**src/rtl/alu_pipe.sv**
```systemverilog
// Pipelined ARM data-processing ALU with valid/ready handshakes and an optional
// iterative shift-add multiplier (MUL/MLA) that stalls the input while it runs.
module alu_pipe #(
  parameter int WIDTH  = 32,
  parameter bit MUL_EN = 1'b1
) (
  input  logic             clk,
  input  logic             rst_n,
  input  logic             in_valid,
  output logic             in_ready,
  input  logic [3:0]       op,
  input  logic             mul,
  input  logic             acc_en,
  input  logic             setflags,
  input  logic [WIDTH-1:0] a,
  input  logic [WIDTH-1:0] b,
  input  logic [WIDTH-1:0] c,
  input  logic [3:0]       flags_in,
  output logic             out_valid,
  input  logic             out_ready,
  output logic [WIDTH-1:0] result,
  output logic [3:0]       flags_out,
  output logic             writeback
);

  localparam int CW = (WIDTH > 1) ? $clog2(WIDTH) : 1;

  typedef enum logic {IDLE, MUL} state_t;

  state_t           r_state, w_stateNext;
  logic [CW-1:0]    r_cnt;
  logic [WIDTH-1:0] r_mulA, r_mulB, r_acc;
  logic             r_mulSetFlags;
  logic [3:0]       r_mulFlags;
  logic             r_outValid, r_writeback;
  logic [WIDTH-1:0] r_result;
  logic [3:0]       r_flags;

  logic             w_accept, w_isMul, w_outFree, w_lastStep, w_mulDone;
  logic [WIDTH-1:0] w_accNext;
  logic [3:0]       w_mulFlags;
  logic [WIDTH-1:0] w_x, w_y, w_logic, w_aluRes;
  logic             w_cin, w_arith, w_aluC, w_aluV, w_isTest;
  logic [WIDTH:0]   w_sum;
  logic [3:0]       w_aluFlags;

  assign w_isMul    = MUL_EN && mul;
  assign w_outFree  = !r_outValid || out_ready;
  assign in_ready   = rst_n && (r_state == IDLE) && w_outFree;
  assign w_accept   = in_valid && in_ready;
  assign w_lastStep = (r_state == MUL) && (r_cnt == CW'(WIDTH - 1));
  assign w_mulDone  = w_lastStep && w_outFree;
  assign w_accNext  = r_acc + (r_mulB[0] ? r_mulA : '0);
  assign w_mulFlags = r_mulSetFlags ? {w_accNext[WIDTH-1], w_accNext == '0, r_mulFlags[1:0]}
                                    : r_mulFlags;

  always_comb begin
    w_stateNext = r_state;
    case (r_state)
      IDLE:    if (w_accept && w_isMul) w_stateNext = MUL;
      MUL:     if (w_mulDone) w_stateNext = IDLE;
      default: w_stateNext = IDLE;
    endcase
  end

  // Adder operands: subtracts invert one side and use carry-in as NOT-borrow
  always_comb begin
    w_x     = a;
    w_y     = b;
    w_cin   = 1'b0;
    w_arith = 1'b1;
    w_logic = '0;
    case (op)
      4'd0, 4'd8:  begin w_arith = 1'b0; w_logic = a & b; end
      4'd1, 4'd9:  begin w_arith = 1'b0; w_logic = a ^ b; end
      4'd2, 4'd10: begin w_y = ~b; w_cin = 1'b1; end
      4'd3:        begin w_x = b; w_y = ~a; w_cin = 1'b1; end
      4'd4, 4'd11: w_cin = 1'b0;
      4'd5:        w_cin = flags_in[1];
      4'd6:        begin w_y = ~b; w_cin = flags_in[1]; end
      4'd7:        begin w_x = b; w_y = ~a; w_cin = flags_in[1]; end
      4'd12:       begin w_arith = 1'b0; w_logic = a | b; end
      4'd13:       begin w_arith = 1'b0; w_logic = b; end
      4'd14:       begin w_arith = 1'b0; w_logic = a & ~b; end
      4'd15:       begin w_arith = 1'b0; w_logic = ~b; end
      default:     w_arith = 1'b1;
    endcase
  end

  assign w_sum      = {1'b0, w_x} + {1'b0, w_y} + {{WIDTH{1'b0}}, w_cin};
  assign w_aluRes   = w_arith ? w_sum[WIDTH-1:0] : w_logic;
  assign w_aluC     = w_arith ? w_sum[WIDTH] : flags_in[1];
  assign w_aluV     = w_arith ? ((w_x[WIDTH-1] == w_y[WIDTH-1]) && (w_sum[WIDTH-1] != w_x[WIDTH-1]))
                              : flags_in[0];
  assign w_isTest   = (op[3:2] == 2'b10);
  assign w_aluFlags = (setflags || w_isTest) ? {w_aluRes[WIDTH-1], w_aluRes == '0, w_aluC, w_aluV}
                                             : flags_in;

  // The last step is held back (operands frozen) until the output register frees
  always_ff @(posedge clk or negedge rst_n) begin
    if (!rst_n) begin
      r_state       <= IDLE;
      r_cnt         <= '0;
      r_mulA        <= '0;
      r_mulB        <= '0;
      r_acc         <= '0;
      r_mulSetFlags <= 1'b0;
      r_mulFlags    <= '0;
    end else begin
      r_state <= w_stateNext;
      if (r_state == IDLE) begin
        if (w_accept && w_isMul) begin
          r_mulA        <= a;
          r_mulB        <= b;
          r_acc         <= acc_en ? c : '0;
          r_cnt         <= '0;
          r_mulSetFlags <= setflags;
          r_mulFlags    <= flags_in;
        end
      end else if (!w_lastStep) begin
        r_acc  <= w_accNext;
        r_mulA <= r_mulA << 1;
        r_mulB <= r_mulB >> 1;
        r_cnt  <= r_cnt + CW'(1);
      end else if (w_outFree) begin
        r_cnt <= '0;
      end
    end
  end

  always_ff @(posedge clk or negedge rst_n) begin
    if (!rst_n) begin
      r_outValid  <= 1'b0;
      r_result    <= '0;
      r_flags     <= '0;
      r_writeback <= 1'b0;
    end else if (w_accept && !w_isMul) begin
      r_outValid  <= 1'b1;
      r_result    <= w_aluRes;
      r_flags     <= w_aluFlags;
      r_writeback <= !w_isTest;
    end else if (w_mulDone) begin
      r_outValid  <= 1'b1;
      r_result    <= w_accNext;
      r_flags     <= w_mulFlags;
      r_writeback <= 1'b1;
    end else if (out_ready) begin
      r_outValid <= 1'b0;
    end
  end

  assign out_valid = r_outValid;
  assign result    = r_result;
  assign flags_out = r_flags;
  assign writeback = r_writeback;

endmodule

```
**config.mk**
```make
export PLATFORM = sky130hd
export DESIGN_NAME = alu_pipe
export DESIGN_NICKNAME = d
export VERILOG_FILES = /design/src/rtl/alu_pipe.sv
export SDC_FILE = /design/constraint.sdc
export NUM_CORES = 1
export LEC_CHECK = 0
export ABC_AREA = 1
export CORE_UTILIZATION = 58
export DETAILED_ROUTE_END_ITERATION = 10
export PLACE_DENSITY_LB_ADDON = 0.15
export SYNTH_ARGS = -nofsm -noshare
export SYNTH_HDL_FRONTEND = slang
export SYNTH_SLANG_ARGS = --single-unit
```
**constraint.sdc**
```tcl
create_clock -name clk -period 4.78 [get_ports clk]
set_input_delay 0.956 -clock clk [delete_from_list [all_inputs] [get_ports clk]]
set_output_delay 0.956 -clock clk [all_outputs]
set_load 0.02 [all_outputs]
```
== Word level (Yosys, flattened, before mapping) ==
Cells that the tools add are included.

* Reduce and logical (&&, ||, !) cells: 29
* Bitwise operators: 7
* Multiplexer cells: 36
* Equal/unequal tests: 19
* Add/sub/neg operators: 4

{| class="wikitable"
|+ Operator list
! kind !! count
|-
| two-way mux 32 bit || 15
|-
| one-hot mux 32 bit (6 select lines) || 1
|-
| bitwise AND 32 bit || 2
|-
| zero test 32 bit || 2
|-
| NOT 32 bit || 2
|-
| one-hot mux 32 bit (2 select lines) || 1
|-
| adder 32 x 32 -> 33 bit || 1
|-
| adder 33 x 1 -> 33 bit || 1
|-
| adder 32 bit || 1
|-
| OR 32 bit || 1
|-
| XOR 32 bit || 1
|-
| == test 4 bit, second input constant || 7
|-
| two-way mux 5 bit || 4
|-
| two-way mux 4 bit || 4
|-
| == test 4 x 3 -> 1 bit, second input constant || 3
|-
| two-way mux 1 bit || 9
|-
| OR reduction 3 bit || 3
|-
| == test 4 x 2 -> 1 bit, second input constant || 2
|-
| logical AND 1 bit || 8
|-
| OR reduction 8 bit || 1
|-
| AND reduction 2 bit || 3
|-
| OR reduction 2 bit || 3
|-
| adder 5 x 1 -> 5 bit, second input constant || 1
|-
| == test 5 bit, second input constant || 1
|-
| 13 further kinds || 18
|}

* Word-level logic and storage cells: 106
* Flip-flop bits (word level): 145
* Input port bits: 111

== Logic depth before layout (Yosys ltp) ==
* Depth in word-level cells: 10
* Mapped depth: 28
* Depth with buffers taken out: 28

== Least setup slack after synthesis ==
No wires, ideal clock.

* Path type: input to register
* Start: input port op[0]
* End: register r_flags[2] (netlist: flags_out[2])
* Slack: 872 ps
* Data arrival time: 3839 ps
* Buffers on the path: 2
* Required time: 4711 ps
* Stages on the path: 26
* Cell sequence: nand2_1 > nor2_1 > clkbuf_1 > inv_1 > clkbuf_1 > nand3_1 > o21ai_0 > fa_1 > inv_1 > fa_1 > nand2_1 > nand3_1 > nand3_1 > nand2_1 > nand2_1 > nand2_1 > nand3_1 > nand2_1 > nand2_1 > nand3_1 > nand2_1 > nor2_1 > nand3_1 > o21bai_1 > nand2_1 > nand3_1

* Word-level cells in the longest chain between the ends: 9

{| class="wikitable"
|+ RTL lines
! what !! RTL line !! source
|-
| start, declared || 11 || <nowiki>input logic [3:0] op,</nowiki>
|-
| == test 4 x 3 -> 1 bit (tied with other cells) || 73 || <nowiki>case (op)</nowiki>
|-
| OR reduction 3 bit (no line) or OR reduction 2 bit (tied branches) || -- ||
|-
| one-hot mux 32 bit (2 select lines) or two-way mux 32 bit (tied branches) || 73 ||
|-
| adder 32 x 32 -> 33 bit || 90 || <nowiki>assign w_sum = {1'b0, w_x} + {1'b0, w_y} + {{WIDTH{1'b0}}, w_cin};</nowiki>
|-
| adder 33 x 1 -> 33 bit || 90 ||
|-
| two-way mux 32 bit * || 91 || <nowiki>assign w_aluRes = w_arith ? w_sum[WIDTH-1:0] : w_logic;</nowiki>
|-
| zero test 32 bit * || 96 || <nowiki>assign w_aluFlags = (setflags || w_isTest) ? {w_aluRes[WIDTH-1], w_aluRes == '0, w_aluC, w_aluV}</nowiki>
|-
| two-way mux 4 bit * || 96 ||
|-
| two-way mux 4 bit * || 137 || <nowiki>end else if (w_accept && !w_isMul) begin</nowiki>
|-
| end signal, assigned || 140 || <nowiki>r_flags <= w_aluFlags;</nowiki>
|-
| end signal, assigned || 145 || <nowiki>r_flags <= w_mulFlags;</nowiki>
|-
| end, declared || 37 || <nowiki>logic [3:0] r_flags;</nowiki>
|}

Every way passes the cells marked *; elsewhere a longest branch is shown, timed or not.
A chain may end at the register's enable or synchronous reset.

== Worst setup path after layout ==
Same ends and word-level chain as after synthesis.

==> summary.md <==
The logs give 0 for the hold violation total from the final report and 8.60 nW for the static power due to leakage. Compared with the post-synthesis result, the final layout area differs by 18.2%. At the later pin of the worst-skew pair, clock insertion delay measures 0.45 ns.

Routability-driven placement finished with a final weighted congestion of 1.05. For this design, the CTS-stage hold fixing added 0 buffers. By startpoint and endpoint, the worst setup path is classified as input port to flip-flop.

The logs give 0.205 for the max-slew headroom at the worst pin and 230 MHz for the highest clock frequency the design can meet. The final hold slack is 0.381 ns. The final wirelength came out at 52100 um. Root buffer selected by CTS: sky130_fd_sc_hd__clkbuf_16.

The routed wire length per instance is 18.7 um, and the top fanout value on the critical path is 5. After clock tree synthesis, the repair step resized 0 gates. Synthesis handed over a netlist of 2329 instances.

For the final routed database, the setup TNS stands at 0 ns. For the total of fill cells in the finished design, the log shows 2052. The via count came out at 16700. The share of layout cells above drive strength 1 is 0.0457.

The leftover overflow at the end of global routing was 0. The number of antenna violations at the first check in global routing was 1. The clock transition at the register clock pins on the worst setup and hold paths after CTS works out to 0.07 ns.

The initial DRC count is 2028. The number of vias per cell was 5.97; the required time of the critical path was 5.15 ns. The worst setup path is launched from an input port. In the post-route analysis, the smallest setup slack over all paths is 0.430 ns. The run gives 0 as the final number of setup-violating endpoints.

Pin placement for this block handled 150 I/O pins. After floorplanning, the core was divided into 56 placement rows. Largest net degree at the start of global routing: 155.

The path class of the tightest hold or removal check is input port to asynchronous set/reset pin. The storage element area was 3630 sq um; the distinct cell type count after synthesis was 43. The number of cells in the design after placement is 2760, and the actual slew at the worst max-slew pin is 1.19 ns. The final critical delay including setup and external delays was 4.35 ns. The number of detailed-routing iterations run before antenna repair is 6, and the starting density of the core is 0.600.

The clock net in this run drives a total of 145 sinks. Across the VDD grid, the largest voltage drop is 327 uV. Setup repair after global routing left no endpoint under its margin. The clock arrives with 0.0126 ns of skew. In this run the remaining antenna-violating nets after routing total 0. The share of flip-flops with an asynchronous set or reset after synthesis is 1.00. For the worst setup path, the data arrival time is 4.72 ns.

Synthesis produced a netlist with a net count of 2539. The area of the mapped netlist was 14200 sq um. During synthesis, Yosys emitted a total of 0 warnings. During placement, the flow inserted port buffers numbering 149. The clock passes through at most 2 buffers.

The die is 159 um wide. The overall fraction of global-route tracks in use is 0.411, and the power per cell area is 603 nW/um^2. TritonCTS built the clock tree. The via count of the first global-routing pass was 15600. The portion of synthesized cell area occupied by the leading cell type was 0.255; the max-cap check violation count was 0. Once the clock tree was built, the setup fixing pass inserted 0 buffers. The leading register cell type out of synthesis is sky130_fd_sc_hd__dfrtp_1.

In the post-synthesis netlist, the biggest area contributors are sky130_fd_sc_hd__dfrtp_1 (25%), sky130_fd_sc_hd__nand2_1 (20%), sky130_fd_sc_hd__ha_1 (8.4%), sky130_fd_sc_hd__inv_1 (7.8%), sky130_fd_sc_hd__nor2_1 (6.5%). The flow ran to the end, and the final reports show no timing, DRC or antenna violations. The count of unresolved DRC violations after routing is 0.

The first global-routing pass estimated 82300 um of wire. STA classifies the critical path endpoint as a flip-flop. The tools report the number of levels in the clock H-tree as 4. sky130_fd_sc_hd__dfrtp_1 takes more of the synthesized area than any other cell. The number of enable-type register cells in the synthesized netlist works out to 0. The die height was 159 um; the placeable core area was 23800 sq um. The mean cell area of the mapped netlist is 6.12 sq um, and the flop and latch count out of synthesis is 145. For the total count of max-transition violations in the final report, the log shows 0. The net total in the final layout was 2670; the setup slack at placement was 0.104 ns.

Footprint of the multi-input gates: 9100 sq um. The die covers 25200 sq um. The final cycle utilization of the critical path was 0.910.

After the flow finishes, the layout carries non-filler instances totaling 2793. Buffers inserted during clock tree synthesis total 17. The tools report the sequential-to-total area share from yosys stat as 0.255.

Detailed placement ended at an HPWL of 40400 um.
## worst max-delay path, stage by stage
cell and delay (ns):
sky130_fd_sc_hd__clkdlybuf4s50_1 0.48, sky130_fd_sc_hd__inv_1 0.14, sky130_fd_sc_hd__nand2_1 0.12, sky130_fd_sc_hd__nor2_2 0.19, sky130_fd_sc_hd__nor2_1 0.06, sky130_fd_sc_hd__inv_1 0.14, sky130_fd_sc_hd__o22ai_1 0.10, sky130_fd_sc_hd__a21oi_1 0.18
sky130_fd_sc_hd__fa_1 0.19, sky130_fd_sc_hd__inv_1 0.09, sky130_fd_sc_hd__fa_1 0.42, sky130_fd_sc_hd__nand2_1 0.10, sky130_fd_sc_hd__nand3_1 0.12, sky130_fd_sc_hd__nand3_1 0.11, sky130_fd_sc_hd__nand2_1 0.10, sky130_fd_sc_hd__nand2_1 0.10
sky130_fd_sc_hd__nand2_1 0.11, sky130_fd_sc_hd__nand2_1 0.10, sky130_fd_sc_hd__nand2_1 0.07, sky130_fd_sc_hd__nand2_1 0.07, sky130_fd_sc_hd__nand3_1 0.07, sky130_fd_sc_hd__nand2_1 0.13, sky130_fd_sc_hd__nand2_1 0.07, sky130_fd_sc_hd__nor2_1 0.12
sky130_fd_sc_hd__nand2_1 0.08, sky130_fd_sc_hd__o21bai_1 0.14, sky130_fd_sc_hd__nand2_1 0.06, sky130_fd_sc_hd__nand3_1 0.08
## power by group
part           internal, mW  total (mW)  switching [mW]
registers              1.85        2.36           0.508
logic                  2.19        6.33            4.14
clock network         0.837        1.46           0.620
## cell families after synthesis
group | synth area share
flops | 0.255
buf+inv | 0.108
compound gates | 0.189
fa+ha+maj | 0.0886
simple gates | 0.349
xor+xnor | 0.0105
## worst paths after layout
kind	startpoint	end	slack (ns)	depth (start not counted)
setup / recovery	op[0]	flags_out[2]	0.43	28
hold / removal	rst_n	r_acc[4]	0.38	1
setup reg to reg	r_mulB[0]	flags_out[2]	1.00	15
hold reg to reg	flags_out[0]	flags_out[0]	0.49	2
max in group asynchronous	rst_n	r_state	3.25	2
min in group clk	flags_out[0]	flags_out[0]	0.49	2
## through the flow
step / power, mW / util / instance area, sq um
2_1_floorplan: 6.42 / - / 14200
3_5_place_dp: 8.47 / 0.682 / 16200
3_3_place_gp: 8.33 / 0.682 / 16200
6_report: 10.1 / 0.709 / 16800
5_1_grt: 10.9 / 0.708 / 16800
4_1_cts: 9.97 / 0.708 / 16800
## synth_stat cells, types with 8 or more instances
cell	n
sky130_fd_sc_hd__nand4_1	20
sky130_fd_sc_hd__nand3_1	131
sky130_fd_sc_hd__nand3b_1	16
sky130_fd_sc_hd__nor3_1	20
sky130_fd_sc_hd__clkbuf_1	52
sky130_fd_sc_hd__o22ai_1	11
sky130_fd_sc_hd__o21bai_1	9
sky130_fd_sc_hd__buf_2	23
sky130_fd_sc_hd__o21ai_0	110
sky130_fd_sc_hd__nand2_1	774
sky130_fd_sc_hd__ha_1	96
sky130_fd_sc_hd__o221ai_1	44
sky130_fd_sc_hd__o211ai_1	25
sky130_fd_sc_hd__xor2_1	14
sky130_fd_sc_hd__o21ai_1	8
sky130_fd_sc_hd__nor2_1	246
sky130_fd_sc_hd__dfrtp_1	145
sky130_fd_sc_hd__inv_1	295
sky130_fd_sc_hd__a21oi_1	155
sky130_fd_sc_hd__a31oi_1	66
## flip-flops by register name, indices dropped and copies added, names as in the netlist
register,cells
flags_out,4
out_valid,1
r_acc,32
r_cnt,5
r_mulA,32
r_mulB,32
r_mulFlags,4
r_mulSetFlags,1
r_state,1
result,32
writeback,1
## metal layers
layer	GRT usage	vias up	share of wire
li1	-	7906	-
met5	0	-	0.00071
met3	0.0755	149	0.10
met4	0.157	2	0.036
met1	0.554	7672	0.41
met2	0.653	932	0.45
## cell usage in the layout (no fill, tap or decap), types with 6 or more instances in the layout
master | Yosys | routed
sky130_fd_sc_hd__a21oi_1 | 155 | 155
sky130_fd_sc_hd__a22oi_1 | 6 | 6
sky130_fd_sc_hd__a31oi_1 | 66 | 66
sky130_fd_sc_hd__buf_4 | 7 | 46
sky130_fd_sc_hd__clkbuf_16 | 0 | 17
sky130_fd_sc_hd__clkdlybuf4s50_1 | 0 | 148
sky130_fd_sc_hd__dfrtp_1 | 145 | 144
sky130_fd_sc_hd__ha_1 | 96 | 96
sky130_fd_sc_hd__inv_1 | 295 | 295
sky130_fd_sc_hd__nand2_1 | 774 | 773
sky130_fd_sc_hd__nand3_1 | 131 | 131
sky130_fd_sc_hd__nand3b_1 | 16 | 16
sky130_fd_sc_hd__nand4_1 | 20 | 20
sky130_fd_sc_hd__nor2_1 | 246 | 242
sky130_fd_sc_hd__nor3_1 | 20 | 19
sky130_fd_sc_hd__o2111ai_1 | 6 | 6
sky130_fd_sc_hd__o211ai_1 | 25 | 25
sky130_fd_sc_hd__o21ai_0 | 110 | 110
sky130_fd_sc_hd__o21ai_1 | 8 | 8
sky130_fd_sc_hd__o21bai_1 | 9 | 9
sky130_fd_sc_hd__o221ai_1 | 44 | 44
sky130_fd_sc_hd__o22ai_1 | 11 | 11
sky130_fd_sc_hd__xor2_1 | 14 | 14
## area by class of cell
class                           count  area share
Antenna cell                        1    0.000149
Inverter                          304      0.0679
Tap cell                          319      0.0237
Timing Repair Buffer              200       0.115
Sequential cell                   145       0.216
Multi-Input combinational cell   1792       0.541
Clock buffer                       21      0.0285
Clock inverter                     11     0.00833
No activity file was read; power rests on OpenSTA's default activity.
